File: src/rtl/face_overlay_writer_pkg.sv
`default_nettype none
// ============================================================
// face_pkg : shared defaults and FSM states for face_overlay_writer
// Rev 1.0
// ============================================================
package face_pkg;

  localparam int              PIX_W       = 8;
  localparam int              ADDR_W      = 17;
  localparam logic [7:0]      OVERLAY_VAL = 8'hFF;

  typedef enum logic [1:0] {
    IDLE = 2'd0,
    RUN  = 2'd1,
    DONE = 2'd2
  } state_t;

endpackage
`default_nettype wire

File: src/rtl/overlay_skid_fifo.sv
`default_nettype none
// ============================================================
// overlay_skid_fifo : 2-entry FIFO holding {addr, pixel, mask}
// Rev 1.0
// ============================================================
module overlay_skid_fifo #(
  parameter int W = 26
) (
  input  logic         clk,
  input  logic         reset,
  input  logic         push,
  input  logic [W-1:0] push_data,
  input  logic         pop,
  output logic [W-1:0] head,
  output logic [1:0]   occ
);

  logic [W-1:0] r_mem [0:1];
  logic         r_wr_ptr;
  logic         r_rd_ptr;
  logic [1:0]   r_occ;

  always_ff @(posedge clk or negedge reset) begin
    if (!reset) begin
      r_mem[0] <= '0;
      r_mem[1] <= '0;
      r_wr_ptr <= 1'b0;
      r_rd_ptr <= 1'b0;
      r_occ    <= 2'd0;
    end else begin
      if (push) begin
        r_mem[r_wr_ptr] <= push_data;
        r_wr_ptr        <= ~r_wr_ptr;
      end
      if (pop) begin
        r_rd_ptr <= ~r_rd_ptr;
      end
      case ({push, pop})
        2'b10:   r_occ <= r_occ + 2'd1;
        2'b01:   r_occ <= r_occ - 2'd1;
        default: r_occ <= r_occ;
      endcase
    end
  end

  assign head = r_mem[r_rd_ptr];
  assign occ  = r_occ;

endmodule
`default_nettype wire

File: src/rtl/face_overlay_writer.sv
`default_nettype none
// ============================================================
// face_overlay_writer : streams a tile with mask pixels forced to OVERLAY_VAL
// Rev 1.0
// ============================================================
module face_overlay_writer #(
  parameter int                 PIX_W       = face_pkg::PIX_W,
  parameter int                 ADDR_W      = face_pkg::ADDR_W,
  parameter logic [PIX_W-1:0]   OVERLAY_VAL = face_pkg::OVERLAY_VAL
) (
  input  logic              clk,
  input  logic              reset,
  input  logic              start,
  input  logic              mode,
  input  logic [ADDR_W-1:0] core_size,
  output logic              mem_rd,
  output logic [ADDR_W-1:0] mem_addr,
  input  logic              mask_data,
  input  logic [PIX_W-1:0]  pix_data,
  output logic              out_valid,
  input  logic              out_ready,
  output logic [PIX_W-1:0]  out_pixel,
  output logic [ADDR_W-1:0] out_index,
  output logic              out_last,
  output logic              busy,
  output logic              done,
  output logic [ADDR_W-1:0] face_count
);

  import face_pkg::*;

  localparam int c_ENT_W = ADDR_W + PIX_W + 1;

  state_t              r_state;
  state_t              w_state_next;
  logic                r_mode;
  logic [ADDR_W-1:0]   r_size;
  logic [ADDR_W-1:0]   r_rd_ptr;
  logic                r_inflight;
  logic [ADDR_W-1:0]   r_inflight_addr;
  logic [ADDR_W-1:0]   r_face_count;

  logic                w_accept;
  logic                w_pop;
  logic                w_rd_ok;
  logic [2:0]          w_credit;
  logic [c_ENT_W-1:0]  w_head;
  logic [1:0]          w_occ;
  logic [ADDR_W-1:0]   w_head_addr;
  logic [PIX_W-1:0]    w_head_pix;
  logic                w_head_mask;

  overlay_skid_fifo #(
    .W(c_ENT_W)
  ) u_fifo (
    .clk       (clk),
    .reset     (reset),
    .push      (r_inflight),
    .push_data ({r_inflight_addr, pix_data, mask_data}),
    .pop       (w_pop),
    .head      (w_head),
    .occ       (w_occ)
  );

  assign w_head_addr = w_head[c_ENT_W-1 -: ADDR_W];
  assign w_head_pix  = w_head[PIX_W:1];
  assign w_head_mask = w_head[0];

  assign out_valid = (w_occ != 2'd0);
  assign w_pop     = out_valid & out_ready;
  assign out_index = out_valid ? w_head_addr : '0;
  assign out_last  = out_valid && (w_head_addr == (r_size - ADDR_W'(1)));
  assign out_pixel = !out_valid ? '0 :
                     w_head_mask ? OVERLAY_VAL :
                     r_mode ? '0 : w_head_pix;

  // A slot is free if buffered plus in-flight entries, less the one leaving now, stay under 2.
  assign w_credit = {1'b0, w_occ} + {2'b00, r_inflight};
  assign w_rd_ok  = w_credit < (3'd2 + {2'b00, w_pop});
  assign mem_rd   = (r_state == RUN) && (r_rd_ptr < r_size) && w_rd_ok;
  assign mem_addr = r_rd_ptr;

  assign w_accept   = (r_state == IDLE) && start;
  assign busy       = (r_state != IDLE);
  assign done       = (r_state == DONE);
  assign face_count = r_face_count;

  always_ff @(posedge clk or negedge reset) begin
    if (!reset) begin
      r_state <= IDLE;
    end else begin
      r_state <= w_state_next;
    end
  end

  always_comb begin
    w_state_next = r_state;
    case (r_state)
      IDLE: begin
        if (start) begin
          w_state_next = (core_size != '0) ? RUN : DONE;
        end
      end
      RUN: begin
        if (w_pop && out_last) begin
          w_state_next = DONE;
        end
      end
      DONE:    w_state_next = IDLE;
      default: w_state_next = IDLE;
    endcase
  end

  always_ff @(posedge clk or negedge reset) begin
    if (!reset) begin
      r_mode          <= 1'b0;
      r_size          <= '0;
      r_rd_ptr        <= '0;
      r_inflight      <= 1'b0;
      r_inflight_addr <= '0;
      r_face_count    <= '0;
    end else begin
      if (w_accept) begin
        r_mode       <= mode;
        r_size       <= core_size;
        r_rd_ptr     <= '0;
        r_face_count <= '0;
      end else begin
        if (mem_rd) begin
          r_rd_ptr <= r_rd_ptr + ADDR_W'(1);
        end
        if (w_pop && w_head_mask) begin
          r_face_count <= r_face_count + ADDR_W'(1);
        end
      end
      r_inflight      <= mem_rd;
      r_inflight_addr <= r_rd_ptr;
    end
  end

endmodule
`default_nettype wire

File: config.mk
export PLATFORM = sky130hd
export DESIGN_NAME = face_overlay_writer
export DESIGN_NICKNAME = d
export VERILOG_FILES = /design/src/rtl/face_overlay_writer_pkg.sv /design/src/rtl/overlay_skid_fifo.sv /design/src/rtl/face_overlay_writer.sv
export SDC_FILE = /design/constraint.sdc
export NUM_CORES = 1
export LEC_CHECK = 0
export CAP_MARGIN = 20
export CORE_ASPECT_RATIO = 0.8
export CORE_MARGIN = 2
export CORE_UTILIZATION = 25
export CTS_CLUSTER_SIZE = 16
export DETAILED_ROUTE_END_ITERATION = 7
export MAX_ROUTING_LAYER = met4
export PLACE_DENSITY = 0.44
export SYNTH_ARGS = -nofsm -noshare
export SYNTH_HDL_FRONTEND = slang
export SYNTH_SLANG_ARGS = --single-unit
File: constraint.sdc
create_clock -name clk -period 2.65 [get_ports clk]
set_clock_uncertainty 0.1 [all_clocks]
set_input_delay 0.3975 -clock clk [delete_from_list [all_inputs] [get_ports clk]]
set_output_delay 0.3975 -clock clk [all_outputs]
set_load 0.02 [all_outputs]
# Word-level counts from Yosys, hierarchy flattened
# Cells that the tools add are included.
# word_totals
register_bits,128
word_cells,70
input_bits,31
# op_classes
eq_ne,7
n_addsub,7
magnitude_cmp,5
reduce_logical,15
n_bitwise,5
n_mux,19
# ops
cell,count
$mux 26,4
$mux 17,5
$bwmux 52,1
$add 17x1->17 const B,2
$demux 26 s1,1
$mux 8,3
$eq 17x17->1,1
$lt 17x17->1,1
$reduce_bool 17->1,1
$sub 17x1->17 const B,1
$reduce_bool 2->1,5
$pmux 2 s2,2
$logic_and 1x1->1,7
$mux 2,3
$eq 2x1->1 const B,2
$eq 2x2->1 const B,2
$ge 2x2->1 const B,2
$not 1->2,2
$add 2x1->3,1
$add 2x1->3 const A,1
$lt 3x3->1,1
$add 2x1->2 const B,1
$logic_not 2->1,1
$lt 2x1->1 const B,1
6 further kinds,7

# Logic depth before layout (Yosys ltp)
# logic_depth
ltp_word,9
depth_mapped,11
ltp_nobuf,9

# Modules after synthesis
# A second synthesis with hierarchy kept.
# hier_totals
cells_unflattened,600
area_unflattened_um2,6506.2
# by_module_without_submodules
module,cells_each,n_inst,seq_area_each_um2,area_each_um2
face_overlay_writer,449,1,1801.7,4085.2
overlay_skid_fifo,151,1,1401.3,2421.1

# Least setup slack after synthesis
# Ideal clock, no wire load.
# synth_timing
path_type,flip-flop to flip-flop
start,reg r_rd_ptr[10] (netlist: mem_addr[10])
end,reg r_rd_ptr[14] (netlist: mem_addr[14])
t_arrival_ns,2.616
required_ns,2.472
period_less_slack_ns,2.794
slack_ns,-0.144
path_stages_with_launch,9
cell_sequence,dfrtp_1 > ha_1 > a21o_1 > a21o_1 > a2111oi_0 > o31a_1 > o2111ai_1 > or4_1 > a21oi_1
# synth_via
elab_chain_len,4
# synth_rtl
element,line,text
from (decl),face_overlay_writer.sv:38,logic [ADDR_W-1:0] r_rd_ptr;
from (signal assigned),face_overlay_writer.sv:130,r_rd_ptr <= r_rd_ptr + ADDR_W'(1);
$lt 17x17->1,face_overlay_writer.sv:80,assign mem_rd = (r_state == RUN) && (r_rd_ptr < r_size) && w_rd_ok;
$logic_and 1x1->1 (2 in series),face_overlay_writer.sv:80,
$reduce_bool 2->1 (no source line),-,
# Several ways; a longest one is shown, not always the timed one. The select of a mux whose other input is x is not followed.
# A chain may end at the register's enable or synchronous reset.

# Worst setup path in the final report
# layout_timing
start,reg r_size[0]
end,out out_last
# layout_via
elab_chain_len,3
# layout_rtl
element,line,text
from (decl),face_overlay_writer.sv:37,logic [ADDR_W-1:0] r_size;
from (signal assigned),face_overlay_writer.sv:125,r_size <= core_size;
$sub 17x1->17,face_overlay_writer.sv:72,assign out_last = out_valid && (w_head_addr == (r_size - ADDR_W'(1)));
$eq 17x17->1,face_overlay_writer.sv:72,
$logic_and 1x1->1,face_overlay_writer.sv:72,
to (decl),face_overlay_writer.sv:24,"output logic out_last,"
# Every way passes these cells.

==> flow_summary.ini <==
[timing]
relSlewSlack_pct = 46.71
setup_slack_ns = -0.6595
setup_violations = 16
max_freq_ghz = 0.3022
fin_crit_sh_pct = 124.9
setup_tns_ns = -2.531
hold_viol_final = 0
grt_setup_unrepaired = yes
worstMarginPinSlew_ns = 0.7994
fin_crit_ns = 3.309
slew_violations = 0

[global_routing]
grt_max_degree = 71
track_usage_pct = 15.50
grt_pass1_vias = 5547
antenna_found_initial = 0
grt_pass1_wl_um = 30930
grt-ovfl-total = 0

[yosys]
yosysSeqAreaShare_pct = 49.72
synth_area_leaders = dfrtp_1 50%, mux2_2 9.4%, mux2i_1 4.4%, ha_1 4.3%, nor2_1 3.1%
netlist.area_leader.share_pct = 49.72
synth_fa_ha_area_share_pct = 4.273
muxShareOfSynthArea_pct = 14.00
yosys.area.top_type = dfrtp_1
ys_types = 52
synth_xor_area_share_pct = 5.166
yosys_warnings = 0
synth_area_mm2 = 0.006442
synth-edff-count = 0
ys_ff_latch = 128
syn_avg_cell_area_um2 = 10.77
async_flop_share_pct = 100.0
yosys_most_used_dff = dfrtp_1
synth_compound_area_share_pct = 9.905
synth_top_family_by_area = simple AND/OR/NAND/NOR gates
yosys.area_share.simple_pct = 14.04
syn-num-nets = 651
syn_inst = 598

[die]
initial_core_util_pct = 25.45
io_pins = 95
fp.dieArea_mm2 = 0.02708
rows = 52
dieHeight_um = 147.6
coreArea_mm2 = 0.02531
dieWidth_um = 183.5

[route]
dr_total_vias = 5385
wirelength_um = 20030
vias_per_cell = 4.658
drt_iter0_drc = 232
firstDrtPassIters = 4
drc = 0
ant_nets = 0
wire_per_inst_um = 17.33

[power]
peakVddDrop_mv = 0.5195
powerDensity_mw_per_mm2 = 987.0
p_leak_nw = 4.357

[worst_hold_path]
min_path_type = register to register
holdPathStages = 1
min_from = r_inflight_addr[7]
min_to = u_fifo.r_mem[16]

[place]
hpwl_um = 14550
pre_cts_slack_ns = -0.8439
gp_congestion = 0.8031
port_buffers = 94

[cts]
clockBufferDepth = 2
cts_sinks = 128
cts_made_buffers = 17
cts_tree = done
worstSkewPairLatency_ns = 0.42
clkSlewWorstSetupHoldPaths_ns = 0.06
htree_levels = 4
cts-root-buf = clkbuf_16

[finish]
layout-drive-gt1-share_pct = 34.74
fin_nets = 872
area_delta_synth_final_pct = 49.97
diodes = 0
fillers = 2445

[critical_path]
rrSetupSlack_ns = -0.22
r2r_end = r_state[0]
crit_chain = or4_4 -> nor3_4 -> nand3_2 -> or4_4 -> a32oi_2 -> nand4_1 -> buf_4 -> inv_2 -> buf_6
crit_path_end_kind = output port
startpoint_type = register
worst-endpoint-arrival_ns = 2.81
cpMaxStageDelayCell = or4_4
worstPathRequired_ns = 2.15
r2r_cells = 10
slowest_delay_ns = 0.58
rr_startpoint = r_size[0]
crit_fanout = 3
worstSetupPathType = register to output port
crit_top_cell = or4_4

[flow_run]
cap_violations = 0

[run_status]
status = finished, violations left
violations = setup timing
-- power breakdown --
group          switching, mW  internal, mW
combinational           2.26          2.29
sequential             0.370          2.44
clock                  0.903          1.27
-- synthesized netlist by cell type, drive strengths merged, types with 2 or more instances --
| library cell | number |
|---|---|
| dfrtp | 128 |
| xnor2 | 22 |
| and2 | 3 |
| or3 | 13 |
| or2 | 2 |
| nor3 | 7 |
| o211ai | 4 |
| mux2 | 54 |
| and4 | 2 |
| and3 | 7 |
| nor4b | 3 |
| xor2 | 16 |
| nor4 | 5 |
| buf | 6 |
| clkbuf | 14 |
| a21oi | 27 |
| a31oi | 2 |
| nand4b | 2 |
| nand2b | 3 |
| o21ai | 40 |
| o31ai | 5 |
| nor2 | 55 |
| nor2b | 7 |
| o2111ai | 5 |
| nand2 | 39 |
| mux2i | 29 |
| o21a | 11 |
| or4 | 8 |
| ha | 22 |
| nand3 | 8 |
| nand4 | 9 |
| inv | 26 |
| a21o | 4 |
| a2111oi | 2 |
-- per-layer routing --
| layer | up-vias | GRT usage (%) | share of wire (%) | routed length, µm |
|---|---|---|---|---|
| li1 | 2577 | - | - | - |
| met1 | 2660 | 21.15 | 50 | 10050 |
| met2 | 125 | 23.34 | 44 | 8797 |
| met3 | 23 | 2.587 | 4.2 | 846 |
| met4 | 0 | 5.320 | 1.7 | 339 |
| met5 | - | - | 0 | 0 |
-- worst max-delay path by stage --
stage	start	endpoint	cells after the start
after global routing	r_size[0]	out_last	9
after detailed placement	r_size[0]	out_last	10
final	r_size[0]	out_last	9
after CTS	r_size[1]	out_last	9
after floorplan	r_size[2]	out_last	8
after global placement	r_size[0]	out_last	10
-- placed cells by master (no fill, tap or decap), types with 16 or more instances in the layout --
cell type,synthesis,final
dfrtp_1,128,125
buf_4,1,114
clkdlybuf4s50_1,0,67
mux2_2,54,54
nor2_1,54,49
nand2_1,39,39
o21ai_0,39,37
inv_1,26,22
xnor2_1,22,21
ha_1,22,21
a21oi_1,27,19
mux2i_1,28,18
clkbuf_16,0,17
xor2_1,16,16
-- registers in the layout, summed over array words and instances (netlist names) --
register,flops
u_fifo.r_mem,52
mem_addr,17
u_fifo.occ,2
face_count,17
u_fifo.r_wr_ptr,1
r_size,17
r_inflight,1
r_inflight_addr,17
r_mode,1
u_fifo.r_rd_ptr,1
r_state,2
-- critical path: cells and delay by family, from the launching register on --
family | cells | cell delay [ns]
flops | 1 | 0.40
buf+inv | 3 | 0.32
simple gates | 5 | 1.45
compound gates | 1 | 0.23
-- per-stage QoR --
stage                     utilization (%)  hold WS [ns]  cells  total power [mW]  cell area, µm²
after global placement              33.89        0.3558   1101             6.961            8578
after floorplan                         -      0.001909    598             5.029            6487
after detailed placement            33.89        0.3621   1101             7.019            8578
after CTS                           37.35        0.4020   1152             9.532            9453
after global routing                38.17        0.4157   1156             10.10            9662
final                               38.17        0.3986   1156             9.536            9662
-- cell families after synthesis --
family | count (synthesis)
and+or+nand+nor | 176
xor gates and xnor gates | 38
adders and majority gates | 22
DFF | 128
muxes | 83
AOI/OAI and AO/OA | 105
buffers and inverters | 46
-- layout make-up --
type                    count  area [µm²]  area share, %
clock buffers              21       470.5          4.869
clock inverters            11       83.83         0.8677
inverters                  26       102.6          1.062
multi-input cells         424        3415          35.34
flip-flops and latches    128        3207          33.19
well taps                 324       405.4          4.196
repair buffers            222        1978          20.47
-- timing repair --
| action | in CTS | in global routing |
|---|---|---|
| gates resized for setup | 97 | 49 |
| setup endpoints to repair | 39 | 35 |
| pin swaps | 18 | 18 |
| gates cloned | 2 | 0 |
| buffers inserted | 16 | 7 |
| hold buffers | 1 | 0 |
| endpoints found under the hold margin | 41 | 0 |
Note: power is estimated with default switching activity, not from simulation.
==> patch 1 (same settings) <==
Make the reset (`reset`) synchronous in 3 clocked blocks.
--- a/src/rtl/overlay_skid_fifo.sv
+++ b/src/rtl/overlay_skid_fifo.sv
@@ -21,5 +21,5 @@
   logic [1:0]   r_occ;
 
-  always_ff @(posedge clk or negedge reset) begin
+  always_ff @(posedge clk) begin
     if (!reset) begin
       r_mem[0] <= '0;
--- a/src/rtl/face_overlay_writer.sv
+++ b/src/rtl/face_overlay_writer.sv
@@ -86,5 +86,5 @@
   assign face_count = r_face_count;
 
-  always_ff @(posedge clk or negedge reset) begin
+  always_ff @(posedge clk) begin
     if (!reset) begin
       r_state <= IDLE;
@@ -112,5 +112,5 @@
   end
 
-  always_ff @(posedge clk or negedge reset) begin
+  always_ff @(posedge clk) begin
     if (!reset) begin
       r_mode          <= 1'b0;
Function: differs if reset is asserted again (counterexample within 4 cycles, from zero or initial values and one cycle with reset low); with reset held inactive, the same outputs for 10 cycles.
==> patch 1 against the original RTL <==
The flow still finishes with violations (setup timing). Fmax up 1.7%. Area after synthesis about the same. Design area down 0.66%. Routed wire length up 0.92%. Sequential cell count up 1. Final cell count up 5.9%. Worst setup slack better by 0.055 ns. Critical path type unchanged. Largest cell class unchanged.
Power is not compared: it rests on default switching activity, and its combinational part moved more than twofold at a synthesized area within 25%.
==> patch 1: results <==
set metrics [dict create \
    ys_warn_count 0 \
    p_leak_nw 3.92 \
    grt_antenna_before_repair 0 \
    grt_pass1_wl_mm 31.5 \
    pre_cts_ws_ns -0.825 \
    cp.arrival_ns 2.76 \
    crit_fanout 3 \
    nets 940 \
    routabilityCongestion 0.840 \
    synth_edf_count 52 \
    yosys-top-cells-area "edfxtp_1 (24%), dfxtp_1 (24%), and2_1 (7.1%)" \
    violations "setup timing" \
    setup_viol 9 \
    synthMuxAreaShare_pct 5.00 \
    worst_pin_slew_ns 0.508 \
    max-vdd-ir-drop_mv 0.363 \
    cts_buffers 17 \
    top_register "u_fifo.r_mem" \
    worst_slack_ns -0.605 \
    swShare_pct 29.7 \
    avgViaCountPerCell 4.47 \
    ys.flop_type "dfxtp_1" \
    grtUsageTotal_pct 15.8 \
    async_flop_share_pct 0 \
    status "finished with violations" \
    first_pass_iters 5 \
    htreeDepth 4 \
    drtIter0Drc 283 \
    cts-root-buf "clkbuf_16" \
    grt_max_degree 27 \
    grt_pass1_vias 5465 \
    clk_path_buf_depth 2 \
    syn_nets 723 \
    post-dp-hpwl_mm 15.0 \
    clkSlewWorstSetupHoldPaths_ns 0.06 \
    yosysSeqAreaShare_pct 48.2 \
    synth_common_cells "dfxtp_1 (77), and2_1 (73), nand2_1 (73)" \
    drive_above_1_share_pct 25.9 \
    wirelength_mm 20.2 \
    clock_latency_ns 0.42 \
    synth_compound_area_share_pct 9.74 \
    synth.distinct_cells 58 \
    synthAdderAreaFrac_pct 4.28 \
    tns_ns -1.26 \
    synth-xor-area-share_pct 5.15 \
    n_antenna_cell 0 \
]
[patch 1: changes by cell type after synthesis, moves of 6 or more]
cell | before | now
o21ai_1 | 1 | 8
nand2_1 | 39 | 73
edfxtp_1 | 0 | 52
clkbuf_1 | 14 | 20
a21oi_1 | 27 | 35
nor4_1 | 4 | 10
dfrtp_1 | 128 | 0
and2_1 | 3 | 73
o21ai_0 | 39 | 8
mux2_2 | 54 | 0
nor2_1 | 54 | 62
dfxtp_1 | 0 | 77
[patch 1: kinds of logic after synthesis]
logic type / count (synthesis)
simple gates: 294
flops: 129
compound gates: 96
buf+inv: 60
xor+xnor: 37
mux: 32
fa+ha+maj: 22
[patch 1: final timing paths]
| kind | from | depth (start not counted) | slack [ns] | endpoint |
|---|---|---|---|---|
| max reg2reg | r_size[1]$_SDFFE_PN0P_ | 11 | -0.17 | r_state[0]$_SDFFE_PN0P_ |
| min reg2reg | r_size[16]$_SDFFE_PN0P_ | 2 | 0.36 | r_size[16]$_SDFFE_PN0P_ |
| max | r_size[1]$_SDFFE_PN0P_ | 9 | -0.60 | out_last |
| min | r_size[16]$_SDFFE_PN0P_ | 2 | 0.36 | r_size[16]$_SDFFE_PN0P_ |
[patch 1: area by class of cell]
type                            count  area, sq um
Clock buffer                       19          458
Clock inverter                     13          135
Fill cell                        2551        15700
Inverter                           32          125
Multi-Input combinational cell    481         3360
Sequential cell                   129         3110
Tap cell                          324          405
Timing Repair Buffer              226         2000
[patch 1: timing repair]
item,in CTS,in global routing
endpoints found under the setup margin,29,28
hold endpoints to repair,0,0
pin swaps,31,13
setup buffers,10,10
gates resized for setup,65,51
gates cloned,1,0
[patch 1: power groups by stage]
stage          Sequential, W  Clock, W  Combinational [W]
6_report             0.00220   0.00236            0.00176
5_1_grt              0.00221   0.00250            0.00192
4_1_cts              0.00220   0.00240            0.00174
3_5_place_dp         0.00224         0            0.00169
3_3_place_gp         0.00224         0            0.00169
2_1_floorplan        0.00224         0           0.000866
[patch 1: metrics by stage]
step           util [%]  instance area, sq um  cells
3_3_place_gp       33.9                  8570   1173
2_1_floorplan         -                  6450    670
6_report           37.9                  9600   1224
4_1_cts            37.1                  9400   1215
5_1_grt            37.9                  9600   1224
3_5_place_dp       33.9                  8570   1173
[patch 1: worst max-delay path, stage by stage, from the launching register on]
cell and delay, ns:
dfxtp_2 0.32, inv_2 0.07, ha_4 0.14, or4b_4 0.49
buf_6 0.14, or3_4 0.32, o32a_1 0.30, o22ai_2 0.20
and4_4 0.25, buf_6 0.11
[patch 1: routing by layer]
| metal | wire [um] | global-route usage (%) | vias up |
|---|---|---|---|
| li1 | - | - | 2789 |
| met1 | 10900 | 23.5 | 2561 |
| met2 | 8380 | 21.9 | 113 |
| met3 | 814 | 3.45 | 9 |
| met4 | 97 | 2.68 | 0 |
| met5 | 0 | - | - |
==> patch 2 (config.mk and constraints unchanged) <==
Without the edit above. Set the package constant `ADDR_W` to 21 (it was 17).
--- a/src/rtl/face_overlay_writer_pkg.sv
+++ b/src/rtl/face_overlay_writer_pkg.sv
@@ -7,5 +7,5 @@
 
   localparam int              PIX_W       = 8;
-  localparam int              ADDR_W      = 17;
+  localparam int              ADDR_W      = 21;
   localparam logic [7:0]      OVERLAY_VAL = 8'hFF;
 
Ports: changed (resized core_size, face_count, mem_addr and out_index); port bits go from 95 to 111. No check against the original RTL was run, so the function may have changed too.
==> patch 2 against the original RTL <==
Sequential share of layout area fell by 0.65 points. Design area rose by 21%. Synthesized cell count rose by 23%. Non-clock buffer count rose by 41. Area after synthesis rose by 22%. Sequential cell count rose by 24. Highest routed layer unchanged. Largest power group unchanged. Routed wire length rose by 31%. Power rose by 16%. The flow still finishes with violations (setup timing). Utilization rose by 0.14 points. Worst setup slack improved by 0.14 ns. Critical endpoint unchanged. Combinational power rose by 21%.
==> patch 2: results <==
set metrics [dict create \
    grt_pass1_vias 6708 \
    final_util_pct 38.3 \
    drtIter0Drc 335 \
    worst_slack_ns -0.522 \
    timing.slew.headroom_pct 56.7 \
    n_clock_buffer 23 \
    grt_pass1_wl_mm 40.9 \
    critPathSlowestCell "or4b_4" \
    routed-wl-met3_mm 1.41 \
    violations "setup timing" \
    dr_wl_met2_mm 11.4 \
    ctsResizeCount 91 \
    synth-xor-area-share_pct 5.80 \
    grt_use_met3_pct 3.58 \
    synth_compound_area_share_pct 8.67 \
    syn_nets 797 \
    largest_register_ffs 60 \
    synthMuxAreaShare_pct 13.5 \
    grt_antenna_before_repair 2 \
    synth_common_cells "dfrtp_1 (152), nor2_1 (67), mux2_2 (61)" \
    drive_above_1_share_pct 32.9 \
    multiInputGateArea_sq_um 4150 \
    n_all_buffers 263 \
    status "finished with violations" \
    max-vdd-ir-drop_mv 0.491 \
    setup_viol 21 \
    layoutNonFillerInstCount 1415 \
    multi_input_comb_cells 525 \
    grt_max_degree 53 \
    synthAdderAreaFrac_pct 4.15 \
    nets 1047 \
    pre_cts_ws_ns -0.814 \
    tns_ns -5.62 \
    cp.arrival_ns 2.67 \
    inverters 27 \
    routabilityCongestion 0.812 \
    hp-class "input pin to asynchronous set/reset pin" \
]
==> patch 2: cell count changes in the layout (fill, tap and decap cells not counted), moves of 14 or more <==
cell / change
dfrtp_1: +18
nand2_1: +14
nand3_1: +20
xnor2_1: +15
nor2_1: +15
clkdlybuf4s50_1: +16
==> patch 2: final timing paths <==
kind | start | endpoint | slack [ns] | cells after the start
min | reset | u_fifo.r_mem[44]$_DFFE_PN0P_ | 0.34 | 2
max reg2reg | r_size[6]$_DFFE_PN0P_ | mem_addr[15]$_DFFE_PN0P_ | -0.33 | 12
min in group clk | r_inflight_addr[11]$_DFF_PN0_ | u_fifo.r_mem[20]$_DFFE_PN0P_ | 0.38 | 1
max | r_size[1]$_DFFE_PN0P_ | out_last | -0.52 | 12
min reg2reg | r_inflight_addr[11]$_DFF_PN0_ | u_fifo.r_mem[20]$_DFFE_PN0P_ | 0.38 | 1
max in group asynchronous | reset | u_fifo.r_mem[4]$_DFFE_PN0P_ | 1.36 | 3
